--- src/rtl/sifive_reset_sequencer.sv ---
// rtl/sifive_reset_sequencer.sv - staged reset release sequencer with ready gating and restart
module sifive_reset_sequencer #(
  parameter int CHANNELS      = 4,
  parameter int SYNC_STAGES   = 4,
  parameter int DEBOUNCE_BITS = 8,
  parameter int STAGE_GAP     = 16,
  parameter int TIMEOUT_BITS  = 16,
  parameter int REQ_FILTER    = 4,
  localparam int SW = (CHANNELS > 1) ? $clog2(CHANNELS) : 1
) (
  input  logic                clock,
  input  logic                reset,
  input  logic                req_async,
  input  logic [CHANNELS-1:0] ready_async,
  output logic [CHANNELS-1:0] rst_out,
  output logic                done,
  output logic                err_timeout,
  output logic [SW-1:0]       timeout_stage,
  output logic [7:0]          restart_count
);

  localparam int GW   = $clog2(STAGE_GAP + 1);
  localparam int CW_A = (DEBOUNCE_BITS > TIMEOUT_BITS) ? DEBOUNCE_BITS : TIMEOUT_BITS;
  localparam int CW   = (CW_A > GW) ? CW_A : GW;
  localparam int FW   = (REQ_FILTER > 1) ? $clog2(REQ_FILTER) : 1;

  localparam logic [CW-1:0] HOLD_LAST  = CW'((64'd1 << DEBOUNCE_BITS) - 64'd1);
  localparam logic [CW-1:0] WAIT_LAST  = CW'((64'd1 << TIMEOUT_BITS) - 64'd1);
  localparam logic [CW-1:0] GAP_LAST   = CW'(STAGE_GAP - 1);
  localparam logic [FW-1:0] FILT_LAST  = FW'(REQ_FILTER - 1);
  localparam logic [SW-1:0] LAST_STAGE = SW'(CHANNELS - 1);

  typedef enum logic [1:0] {HOLD, WAIT_RDY, GAP, DONE} state_t;

  logic [SYNC_STAGES-1:0] req_sync;
  logic [CHANNELS-1:0]    rdy_sync [SYNC_STAGES];
  logic [FW-1:0]          req_run;
  logic                   req_s;
  logic                   req_f;
  logic [CHANNELS-1:0]    rdy;
  logic                   lost;
  logic                   timeout;

  state_t        state;
  logic [CW-1:0] cnt;
  logic [SW-1:0] stage;

  assign req_s   = req_sync[SYNC_STAGES-1];
  assign rdy     = rdy_sync[SYNC_STAGES-1];
  // req_run holds how many earlier consecutive samples were high, so the
  // filter fires on the same edge that sees the REQ_FILTER-th high sample
  assign req_f   = req_s && (req_run == FILT_LAST);
  assign lost    = |(~rdy & ~rst_out);
  assign timeout = (state == WAIT_RDY) && !rdy[stage] && (cnt == WAIT_LAST);

  always_ff @(posedge clock) begin
    if (reset) begin
      req_sync <= '0;
      req_run  <= '0;
      for (int i = 0; i < SYNC_STAGES; i++) rdy_sync[i] <= '0;
    end else begin
      req_sync    <= {req_sync[SYNC_STAGES-2:0], req_async};
      rdy_sync[0] <= ready_async;
      for (int i = 1; i < SYNC_STAGES; i++) rdy_sync[i] <= rdy_sync[i-1];
      if (!req_s) req_run <= '0;
      else if (req_run != FILT_LAST) req_run <= req_run + FW'(1);
    end
  end

  always_ff @(posedge clock) begin
    if (reset) begin
      state         <= HOLD;
      cnt           <= '0;
      stage         <= '0;
      rst_out       <= '1;
      done          <= 1'b0;
      err_timeout   <= 1'b0;
      timeout_stage <= '0;
      restart_count <= '0;
    end else if (state != HOLD && (req_f || lost || timeout)) begin
      state   <= HOLD;
      cnt     <= '0;
      stage   <= '0;
      rst_out <= '1;
      done    <= 1'b0;
      // a coincident request or ready loss outranks the timeout
      if (!req_f && !lost) begin
        err_timeout   <= 1'b1;
        timeout_stage <= stage;
      end
      if (restart_count != 8'hff) restart_count <= restart_count + 8'd1;
    end else begin
      case (state)
        HOLD: begin
          if (req_f) cnt <= '0;
          else if (cnt == HOLD_LAST) begin
            state <= WAIT_RDY;
            cnt   <= '0;
            stage <= '0;
          end else cnt <= cnt + CW'(1);
        end
        WAIT_RDY: begin
          if (rdy[stage]) begin
            rst_out[stage] <= 1'b0;
            if (stage == LAST_STAGE) begin
              state <= DONE;
              done  <= 1'b1;
            end else begin
              state <= GAP;
              cnt   <= '0;
            end
          end else cnt <= cnt + CW'(1);
        end
        GAP: begin
          if (cnt == GAP_LAST) begin
            stage <= stage + SW'(1);
            state <= WAIT_RDY;
            cnt   <= '0;
          end else cnt <= cnt + CW'(1);
        end
        DONE: begin
          done    <= 1'b1;
          rst_out <= '0;
        end
        default: state <= HOLD;
      endcase
    end
  end

endmodule

--- config.mk ---
export PLATFORM = sky130hd
export DESIGN_NAME = sifive_reset_sequencer
export DESIGN_NICKNAME = d
export VERILOG_FILES = /design/src/rtl/sifive_reset_sequencer.sv
export SDC_FILE = /design/constraint.sdc
export NUM_CORES = 1
export LEC_CHECK = 0
export ABC_CLOCK_PERIOD_IN_PS = 2200
export CAP_MARGIN = 20
export CORE_MARGIN = 2
export CORE_UTILIZATION = 54
export CTS_BUF_LIST = sky130_fd_sc_hd__clkbuf_4 sky130_fd_sc_hd__clkbuf_8
export DETAILED_ROUTE_END_ITERATION = 6
export GPL_TIMING_DRIVEN = 1
export MAX_ROUTING_LAYER = met4
export PLACE_DENSITY = 0.84
export SLEW_MARGIN = 25
export SYNTH_ARGS = -nofsm -noshare
export SYNTH_HDL_FRONTEND = slang
export SYNTH_SLANG_ARGS = --single-unit
--- constraint.sdc ---
create_clock -name clock -period 2.2 [get_ports clock]
set_input_delay 0.22 -clock clock [delete_from_list [all_inputs] [get_ports clock]]
set_output_delay 0.22 -clock clock [all_outputs]
set_load 0.02 [all_outputs]
==> results.yml <==
outcome:
  status: "finished, final reports clean"
sta:
  tightest_slew_ns: 0.484
  fin_crit_sh_pct: 96.1
  period_needed_ns: 2.11
  worst_slack_ns: 0.0854
  max_freq_mhz: 473
  slew_viol_final: 0
  slew_headroom_pct: 67.7
  setup_viol_count_final: 0
  finClkSkew_ns: 0.0104
  hold_viol: 0
worst_hold_path:
  holdPathEnd: "rdy_sync[0][1]"
  hold_depth: 2
  min_from: "ready_async[1]"
  hold_class: "input port to flop"
placement:
  place_ws_ns: -0.0296
  post-dp-hpwl_um: 4180
  numPlacedInstances: 397
  place.gp.congestion: 0.872
  io_buffers: 22
grt:
  antenna_found_initial: 0
  grt_pass1_vias: 2134
  grt_util_met1_pct: 27.0
  grtUsageMet3_pct: 8.33
  globalRouteMet2Util_pct: 37.1
  overflow: 0
  globalRoute.busiestLayer: "met2"
  grt_max_degree: 33
  track_usage_pct: 23.4
  grt_pass1_wl_um: 9670
clock_tree:
  numCtsBuffers: 9
  cts_tree: "built"
  cts.sinks: 58
  cts_buffer_depth: 2
  clkSlewWorstSetupHoldPaths_ns: 0.06
  cts-root-buf: "clkbuf_8"
  h-tree-depth: 3
  cts_hold_buf: 0
  worstSkewPairLatency_ns: 0.34
floorplan:
  rows: 26
  core_area_sq_um: 5040
  die_area_sq_um: 5740
  fp.dieW_um: 75.8
  pin_count: 23
  initial_core_util_pct: 55.2
  die_y_um: 75.8
critical_path:
  timing.rr.end: "state[0]"
  critPathCaptureType: "flop"
  worstSetupPathType: "flop to flop"
  r2r_cells: 7
  critPathMaxFanout: 11
  r2r_start: "req_run[0]"
  start_kind: "flop"
  reg2reg_slack_ns: 0.09
  worstPathRequired_ns: 2.45
  arrival_ns: 2.37
synthesis:
  synth_top_area_cell: "dfxtp_1"
  yosys-top-cells-area: "dfxtp_1 42%, ha_1 5.4%, nor2b_1 5.4%"
  ys_seq_area_share_pct: 41.7
  synth_fp_nets: 322
  yosys.area.top_type_share_pct: 41.7
  avgSynthCellArea_sq_um: 9.18
  synth_ff_type: "dfxtp_1"
  synth_warnings: 0
  synth-edff-count: 0
  ys_seq_elements: 58
  ys_types: 55
  synth_area_sq_um: 2780
  async_flop_share_pct: 0
  synthCells: 303
cells_and_area:
  diodes: 0
  n_fill_cell: 389
  area_delta_synth_final_pct: 22.6
  finish.utilization_pct: 67.6
  nets: 358
  fin_cells: 413
  drive_gt1_share_pct: 14.6
pwr:
  swShare_pct: 21.6
  comb_power_share_pct: 5.4
  p_sw_mw: 0.534
  clockPowerShare_pct: 48.7
  cellLeakagePower_nw: 1.24
  intPower_mw: 1.94
  p_per_area_nw_per_um2: 724
  fin_total_pwr_mw: 2.47
  ir_worst_vdd_mv: 0.690
  seq_power_share_pct: 45.9
route:
  via_count: 2354
  drt_iter0_markers: 147
  routedWlPerCell_um: 14.7
  routed_wl_um: 6060
  viasPerCell: 5.70
  drc: 0
  drtPass1Iterations: 4
  ant_nets: 0
flow_run:
  drv_cap: 0
## worst max-delay path by stage
| stage | start | end | cells after the start |
|---|---|---|---|
| after global placement | cnt[0] | restart_count[6] | 6 |
| after detailed placement | cnt[0] | restart_count[6] | 6 |
| after global routing | req_run[0] | cnt[6] | 7 |
| final | req_run[0] | state[0] | 7 |
| after CTS | state[1] | restart_count[6] | 7 |
| after floorplan | req_run[0] | stage[1] | 7 |
## critical path, cell delays in order, from the launching register on
cell	delay, ns
dfxtp_1	0.33
ha_1	0.25
and2_1	0.20
or3_1	0.43
a311oi_2	0.30
nor2_2	0.13
buf_4	0.19
nor3b_1	0.20
## state kept, by name (all words and copies together) (netlist names)
name           flops
cnt               16
done               1
err_timeout        1
rdy_sync          16
req_run            2
req_sync           4
restart_count      8
rst_out            4
stage              2
state              2
timeout_stage      2
## cell usage in the layout, fill, tap and decap left out, types with 2 or more instances in the layout
cell type	n
nand2_1	17
and2_1	4
dfxtp_1	58
clkbuf_8	10
nor3_1	12
buf_4	15
clkdlybuf4s50_1	22
nand2b_1	2
nand3_1	8
nand4_1	11
o31a_1	2
nor2b_1	24
a21o_1	3
or3_1	3
nor3b_1	2
mux2_2	2
o2111ai_1	2
bufinv_16	3
mux2i_1	4
and4b_1	2
inv_1	15
xor2_1	7
and4_1	2
nor3_2	3
o22ai_1	3
a21oi_1	14
or4_1	4
o31ai_1	5
nor4_1	6
ha_1	10
nor2_2	2
a31oi_1	4
xnor2_1	4
nor2_1	17
o21ai_0	15
## Yosys cell counts (5+ instances only)
| master | n |
|---|---|
| o31ai_1 | 5 |
| xor2_1 | 7 |
| nand3_1 | 8 |
| a21oi_1 | 14 |
| nor2b_1 | 24 |
| clkbuf_1 | 6 |
| nand4_1 | 11 |
| nor3_1 | 12 |
| ha_1 | 12 |
| nor2_1 | 19 |
| dfxtp_1 | 58 |
| nor4_1 | 6 |
| nand2_1 | 17 |
| inv_1 | 15 |
| o21ai_0 | 15 |
## stage by stage
step                hold WS [ns]  setup TNS, ns  cell area, sq um
floorplan                  0.348              0              2780
global placement           0.415              0              3140
detailed placement         0.424        -0.0296              3140
CTS                        0.415              0              3380
global route               0.422       -0.00998              3410
finish                     0.427              0              3410
## cells by family (layout without fill, tap and decap cells)
family                     count (synthesis)  after routing  share of synthesized area (%)
buffers and inverters                     27             67                           4.09
adders and majority gates                 12             12                           5.40
AOI/OAI and AO/OA                         64             64                           16.6
and+or+nand+nor                          122            122                           24.7
DFF                                       58             58                           41.7
xor gates and xnor gates                  11             11                           3.46
muxes                                      9              9                           4.00
## layout make-up
class | instances | area, sq um | share of cell area (%)
inverters | 15 | 56.3 | 1.65
flip-flops and latches | 58 | 1160 | 34.0
well taps | 70 | 87.6 | 2.57
multi-input cells | 218 | 1530 | 44.9
clock buffers | 10 | 138 | 4.04
clock inverters | 5 | 103 | 3.01
repair buffers | 37 | 333 | 9.76
## metal layers
metal	part of all wire, %	wire length [um]	vias to the layer above
li1	-	-	1169
met4	2.3	140	0
met1	44	2660	1093
met5	0	0	-
met2	48	2920	77
met3	5.6	341	15
## what timing repair did
action | CTS | global route
endpoints found under the setup margin | 1 | 18
gates resized for setup | 1 | 5
pin swaps | 0 | 2
buffers inserted | 0 | 1
## power by group through the flow
| stage | sequential (mW) | clock (mW) | combinational (mW) |
|---|---|---|---|
| 2_1_floorplan | 1.15 | 0 | 0.0928 |
| 3_3_place_gp | 1.15 | 0 | 0.123 |
| 6_report | 1.13 | 1.20 | 0.133 |
| 4_1_cts | 1.13 | 1.22 | 0.130 |
| 5_1_grt | 1.14 | 1.26 | 0.148 |
| 3_5_place_dp | 1.16 | 0 | 0.130 |
(Power assumes the default switching activity.)
